==> src/rtl/char_anim_ctrl.sv <==
// Per-character sprite sequencer: picks the animation frame at frame boundaries and
// produces the sprite-relative ROM address. Define ANIM_DEATH_EN to enable the DEAD state.
module char_anim_ctrl #(
   parameter int FRAMES_PER_STEP = 6,
   parameter int SPRITE_W        = 20,
   parameter int SPRITE_H        = 40
) (
   input  logic       vga_clk,
   input  logic       reset,
   input  logic       frame_start,
   input  logic       move_left,
   input  logic       move_right,
   input  logic       airborne,
   input  logic       dead,
   input  logic [9:0] pos_x,
   input  logic [9:0] pos_y,
   input  logic [9:0] DrawX,
   input  logic [9:0] DrawY,
   output logic [2:0] sprite_sel,
   output logic       facing_left,
   output logic [9:0] rom_address,
   output logic       in_sprite
);

   typedef enum logic [2:0] {
      S_IDLE,
      S_RUN_R,
      S_RUN_L,
      S_AIR,
      S_DEAD
   } state_t;

   localparam logic [5:0] STEP_LAST = 6'(FRAMES_PER_STEP - 1);

   state_t     state, state_next;
   logic [5:0] step_cnt, step_cnt_next;
   logic       phase, phase_next;
   logic       facing_next;
   logic       hit;
   logic [9:0] dx, dy;

   always_ff @(posedge vga_clk) begin
      if (reset) begin
         state       <= S_IDLE;
         step_cnt    <= '0;
         phase       <= 1'b0;
         facing_left <= 1'b0;
      end else begin
         state       <= state_next;
         step_cnt    <= step_cnt_next;
         phase       <= phase_next;
         facing_left <= facing_next;
      end
   end

   // Everything animation-related moves only on frame_start so a sprite never tears mid-scan.
   always_comb begin
      state_next    = state;
      step_cnt_next = step_cnt;
      phase_next    = phase;
      facing_next   = facing_left;
      if (frame_start) begin
`ifdef ANIM_DEATH_EN
         if (state == S_DEAD || dead)
            state_next = S_DEAD;
         else
`endif
         if (airborne)
            state_next = S_AIR;
         else if (move_left && !move_right)
            state_next = S_RUN_L;
         else if (move_right && !move_left)
            state_next = S_RUN_R;
         else
            state_next = S_IDLE;

         if (state_next == S_RUN_L)
            facing_next = 1'b1;
         else if (state_next == S_RUN_R)
            facing_next = 1'b0;

         // Staying in the same run direction advances the step; any other transition restarts it.
         if ((state_next == S_RUN_R || state_next == S_RUN_L) && state_next == state) begin
            if (step_cnt == STEP_LAST) begin
               step_cnt_next = '0;
               phase_next    = ~phase;
            end else begin
               step_cnt_next = step_cnt + 6'd1;
            end
         end else begin
            step_cnt_next = '0;
            phase_next    = 1'b0;
         end
      end
   end

   always_comb begin
      sprite_sel = 3'd0;
      case (state)
         S_RUN_R: sprite_sel = 3'd1 + {2'b00, phase};
         S_RUN_L: sprite_sel = 3'd3 + {2'b00, phase};
         S_AIR:   sprite_sel = 3'd5 + {2'b00, facing_left};
`ifdef ANIM_DEATH_EN
         S_DEAD:  sprite_sel = 3'd7;
`else
         S_DEAD:  sprite_sel = 3'd0;
`endif
         default: sprite_sel = 3'd0;
      endcase
   end

`ifndef ANIM_DEATH_EN
   logic unused_dead;
   assign unused_dead = dead;
`endif

   // Box test is done at 11 bits so a sprite hanging off the right/bottom edge does not wrap.
   always_comb begin
      hit = ({1'b0, DrawX} >= {1'b0, pos_x}) &&
            ({1'b0, DrawX} <  {1'b0, pos_x} + 11'(SPRITE_W)) &&
            ({1'b0, DrawY} >= {1'b0, pos_y}) &&
            ({1'b0, DrawY} <  {1'b0, pos_y} + 11'(SPRITE_H));
      dx  = DrawX - pos_x;
      dy  = DrawY - pos_y;
   end

   always_ff @(posedge vga_clk) begin
      if (reset) begin
         in_sprite   <= 1'b0;
         rom_address <= '0;
      end else begin
         in_sprite   <= hit;
         rom_address <= hit ? (dx + dy * 10'(SPRITE_W)) : 10'd0;
      end
   end

endmodule

==> config.mk <==
export PLATFORM = sky130hd
export DESIGN_NAME = char_anim_ctrl
export DESIGN_NICKNAME = d
export VERILOG_FILES = /design/src/rtl/char_anim_ctrl.sv
export SDC_FILE = /design/constraint.sdc
export NUM_CORES = 1
export LEC_CHECK = 0
export CORE_ASPECT_RATIO = 1.75
export CORE_MARGIN = 10
export CORE_UTILIZATION = 65
export CTS_BUF_LIST = sky130_fd_sc_hd__clkbuf_16
export CTS_CLUSTER_DIAMETER = 60
export DETAILED_ROUTE_END_ITERATION = 10
export DONT_BUFFER_PORTS = 1
export PLACE_DENSITY_LB_ADDON = 0.3
export SYNTH_ARGS = -nofsm -noshare
export SYNTH_HDL_FRONTEND = slang
export SYNTH_SLANG_ARGS = --single-unit
==> constraint.sdc <==
create_clock -name vga_clk -period 5.8 [get_ports vga_clk]
set_input_delay 0.58 -clock vga_clk [delete_from_list [all_inputs] [get_ports vga_clk]]
set_output_delay 0.58 -clock vga_clk [all_outputs]
set_load 0.02 [all_outputs]
After elaboration in Yosys (flattened, before gate mapping) --
Cells that the tools add are included.
Storage, ports and cells: flip-flop bits (word level) 22, latch bits 0, RAM bits 0, ROM bits 0, input port bits 47, output and inout bits 15, memories 0
Operators by class: add/sub/neg operators 9, $mul 1, div/mod/pow operators 0, magnitude comparators 4, eq/ne operators 8, shift operators 0, multiplexer cells 11, bitwise logic cells 2, reductions and logical operators 13
Operators by type and width (count):
- less-than comparator 10 x 11 -> 1 bit | 2
- greater-or-equal comparator 10 bit | 2
- subtractor 10 bit | 2
- 2-to-1 mux 6 bit | 2
- adder 10 x 5 -> 11 bit, second input constant | 1
- adder 10 x 6 -> 11 bit, second input constant | 1
- adder 10 bit | 1
- multiplier 10 x 3 -> 8 bit, second input constant | 1
- == test 3 x 2 -> 1 bit, second input constant | 3
- one-hot mux 3 bit (3 select lines) | 1
- adder 6 x 1 -> 6 bit, second input constant | 1
- == test 3 x 1 -> 1 bit, second input constant | 2
- == test 6 x 3 -> 1 bit, second input constant | 1
- logical AND 1 bit | 6
- 2-to-1 mux 1 bit | 5
- 2-to-1 mux 2 bit | 2
- AND reduction 2 bit | 2
- adder 2 x 1 -> 3 bit, first input constant | 1
- adder 3 x 1 -> 3 bit, first input constant | 1
- == test 3 bit | 1
- 2-to-1 mux 3 bit | 1
- adder 1 x 1 -> 2 bit, first input constant | 1
- logical NOT 1 bit | 2
- inequality test 2 x 1 -> 1 bit, second input constant | 1
- other kinds (4) | 5

Depth between registers and ports, before layout --
depth after elaboration 11, depth in mapped cells 20

Least setup slack after synthesis --
OpenSTA, ideal clock, no wires.
path kind input-to-reg, start point input port DrawY[0], end point register rom_address[9], data arrival time 4.388 ns, required time 5.675 ns, setup slack 1.287 ns, stages on the path 19, cells stage by stage inv_1 > ha_1 > inv_1 > fa_1 > a21o_1 > a211oi_1 > nor2_1 > ha_1 > inv_1 > fa_1 > xor2_1 > fa_1 > inv_1 > ha_1 > or2_1 > o41ai_1 > o21a_1 > o211ai_1 > nor4b_2
Between the ends: cells in the longest elaborated chain, start to end 5
Ends and longest elaborated chain:
- start, declared | line 18 | input logic [9:0] DrawY,
- branches (longest 5 deep; another with subtractor 10 bit)
- end signal, assigned | line 133 | rom_address <= hit ? (dx + dy * 10'(SPRITE_W)) : 10'd0;
- end, declared | line 21 | output logic [9:0] rom_address,
Several ways; the timed one is not identified. A chain may end at the register's enable or synchronous reset.

Worst setup path after layout --
Ends and elaborated chain as after synthesis.

==> metrics.txt <==
initial antenna violation count 0; max_slew headroom 0.450; share of layout cells above drive strength 1 0.0592; Avg Vias per Cell roughly 6.0; DP Cell Count slightly below 400; Post-DP HPWL around 5300 um; clk slew on worst S/H paths 0.06 ns; Mapped Area a little under 0.003 mm2; hold slack 0.395 ns; Synth Flop Type dfxtp_1; Syn. warnings 0; Most common cell on crit path inv_1; CTS Sinks 21; Clock Path Buffers 2; Critical Path Start DrawY[0]; CP cell instances inv_1, ha_1, inv_1, fa_1, a21o_1, a211oi_1, nor2_1, ha_1, inv_1, fa_1, xor2_1, fa_1, inv_1, ha_1, or2_1, o41ai_1, o21a_1, o211ai_1, nor4b_2; Reg-to-Reg Start state[0]$_SDFFE_PP0P_; Starting Density 0.665; DP Area a little under 0.003 mm2; Final Critical Period ~4.6 ns; Peak VDD IR 305 uV; Leakage Power ~0.0014 uW; DIE AREA between 0.007 and 0.008 mm2; Cells after Synth 340; wire per inst about 15 um; final clock skew about 0.00094 ns; # Post-CTS Setup Buffers 0; EDFF count, synth 0; CTS Hold Bufs 0; Clock Latency Late Sink 0.25 ns; pin count of the biggest net entering global routing 16; Synth top area share 0.244; I/O Buffers 0; most frequent cells after synthesis 57 x ha_1, 50 x inv_1, 22 x nor2_1, 21 x dfxtp_1; critical path type in2reg; starting DRC count in detailed routing 98; post-route cell area 0.00303 mm2; Cell Pwr Density just over 300 mW/mm2; CTS root buf clkbuf_16; Synth area leaders ha_1 24%, dfxtp_1 14%, fa_1 7.5%, inv_1 6.4%, xnor2_1 5.4%; area grow syn2layout 3.63%; CTS tree built; final non-filler cell total 389; Core Region 0.00440 mm2; vias in the first global route around 2500; critical path startpoint category input pin; mean post-synth cell area around 8.6 um2; total routed wirelength 5990 um; max-slew violations 0; global-route wire length before repair 10700 um; actual slew at the worst max-slew pin 0.821 ns; Hold Startpoint reset; H-tree Lvls 1; GRT Overall Usage 0.158; antenna cell count 0; Post-layout nets about 450; Netlist cell types 59; status finished clean; final hold viol count 0; critical path data required time a little under 6 ns; Setup violations, final 0; post-CTS resize count 0; Final GP Congestion about 0.87; Die Y 109 um; FF/Latch Area between 400 and 500 um2; total CTS buffers 3; Syn Nets about 460; count leader, synth ha_1; share of the yosys chip area belonging to registers 0.144; Rows 32; f_max between 0.2 and 0.25 GHz; max-cap viol count 0; Async S/R FF share, synth 0; Worst path max stage delay 0.48 ns; I/O pins just over 60; GRT Residual Overflow 0; fill count about 360; DRT Pass-1 Iters 4; Die Wd just over 70 um; post-synth top area cell ha_1; number of routed nets with antenna violations 0; Setup TNS 0 ns; Max FO, Critical Path 6; post-synthesis register bit count 21; Tcrit/Tclk final 0.790; critical path capture point type register; RSZ-0062 raised after global routing false; # DRC 0; total power 915 uW; area of the multi-input gates about 0.0023 mm2; via count 2330; CP arrival between 4 and 5 ns; Hold Path Class in2reg; Critical-path top delay cell fa_1
[per-layer routing]
| metal | vias to the layer above | share of wire | global-route usage |
|---|---|---|---|
| met5 | - | 0 | 0 |
| met4 | 0 | 0.015 | 0.0333 |
| met3 | 8 | 0.042 | 0.0264 |
| met2 | 37 | 0.56 | 0.319 |
| met1 | 1097 | 0.38 | 0.163 |
| li1 | 1188 | - | - |
[final timing paths]
path	endpoint	slack (ns)	depth (start not counted)
setup / recovery	rom_address[9]$_SDFF_PP0_	1.22	19
hold / removal	phase$_SDFFE_PP0P_	0.40	1
setup reg to reg	step_cnt[1]$_SDFFE_PP0P_	4.02	6
hold reg to reg	step_cnt[1]$_SDFFE_PP0P_	0.51	2
[cell families after synthesis]
kind of cell / Yosys count / share of synthesized area
fa+ha+maj: 68 / 0.319
flops: 21 / 0.144
simple gates: 79 / 0.157
compound gates: 83 / 0.202
buf+inv: 56 / 0.0778
xor+xnor: 29 / 0.0868
mux: 4 / 0.0137
[layout make-up]
cell class                      instances  share of cell area
Clock buffer                            3              0.0247
Clock inverter                          1             0.00247
Inverter                               50              0.0619
Multi-Input combinational cell        263               0.751
Sequential cell                        21               0.139
Tap cell                               51              0.0210
[worst max-delay path, delay by kind of cell]
family	cells	cell delay, ns
AO/OA/AOI/OAI	5	1.14
XOR/XNOR	1	0.17
adder cells (fa/ha/maj)	6	2.06
buffers and inverters	4	0.18
AND/OR/NAND/NOR	3	0.54
[where the power goes]
part	internal (uW)	total [uW]	switching [uW]
clock	93.0	142	48.8
combinational	285	612	327
sequential	150	161	10.9
[placed cells by master (no fill, tap or decap), types with 2 or more instances in the layout]
cell type / n
a2111oi_0: 2
xor2_1: 11
nand2b_1: 4
a211oi_1: 5
a21oi_2: 2
clkbuf_16: 3
o21ai_0: 12
a21o_1: 8
nor3_1: 10
nor2_1: 22
nor3b_1: 3
nor4_1: 2
o21ai_1: 3
nor4b_2: 2
inv_1: 50
nand4_1: 4
and2_1: 2
ha_1: 57
o31ai_2: 2
a21oi_1: 18
o211ai_1: 5
dfxtp_1: 21
mux2i_1: 4
xnor2_1: 18
a21bo_2: 2
o21a_1: 8
fa_1: 11
nand2_1: 10
or3_1: 2
nand3_1: 3
nor3_2: 2
nor2b_1: 5
[through the flow]
step	worst slack [ns]	util
floorplan	1.29	-
global placement	1.02	0.670
detailed placement	0.982	0.670
CTS	1.23	0.689
global route	0.856	0.689
finish	1.22	0.689
[registers in the layout (all words and copies together) (netlist names)]
| signal | count |
|---|---|
| rom_address | 10 |
| step_cnt | 6 |
| state | 2 |
| facing_left | 1 |
| in_sprite | 1 |
| phase | 1 |
Power figures use the tool's default switching activity.
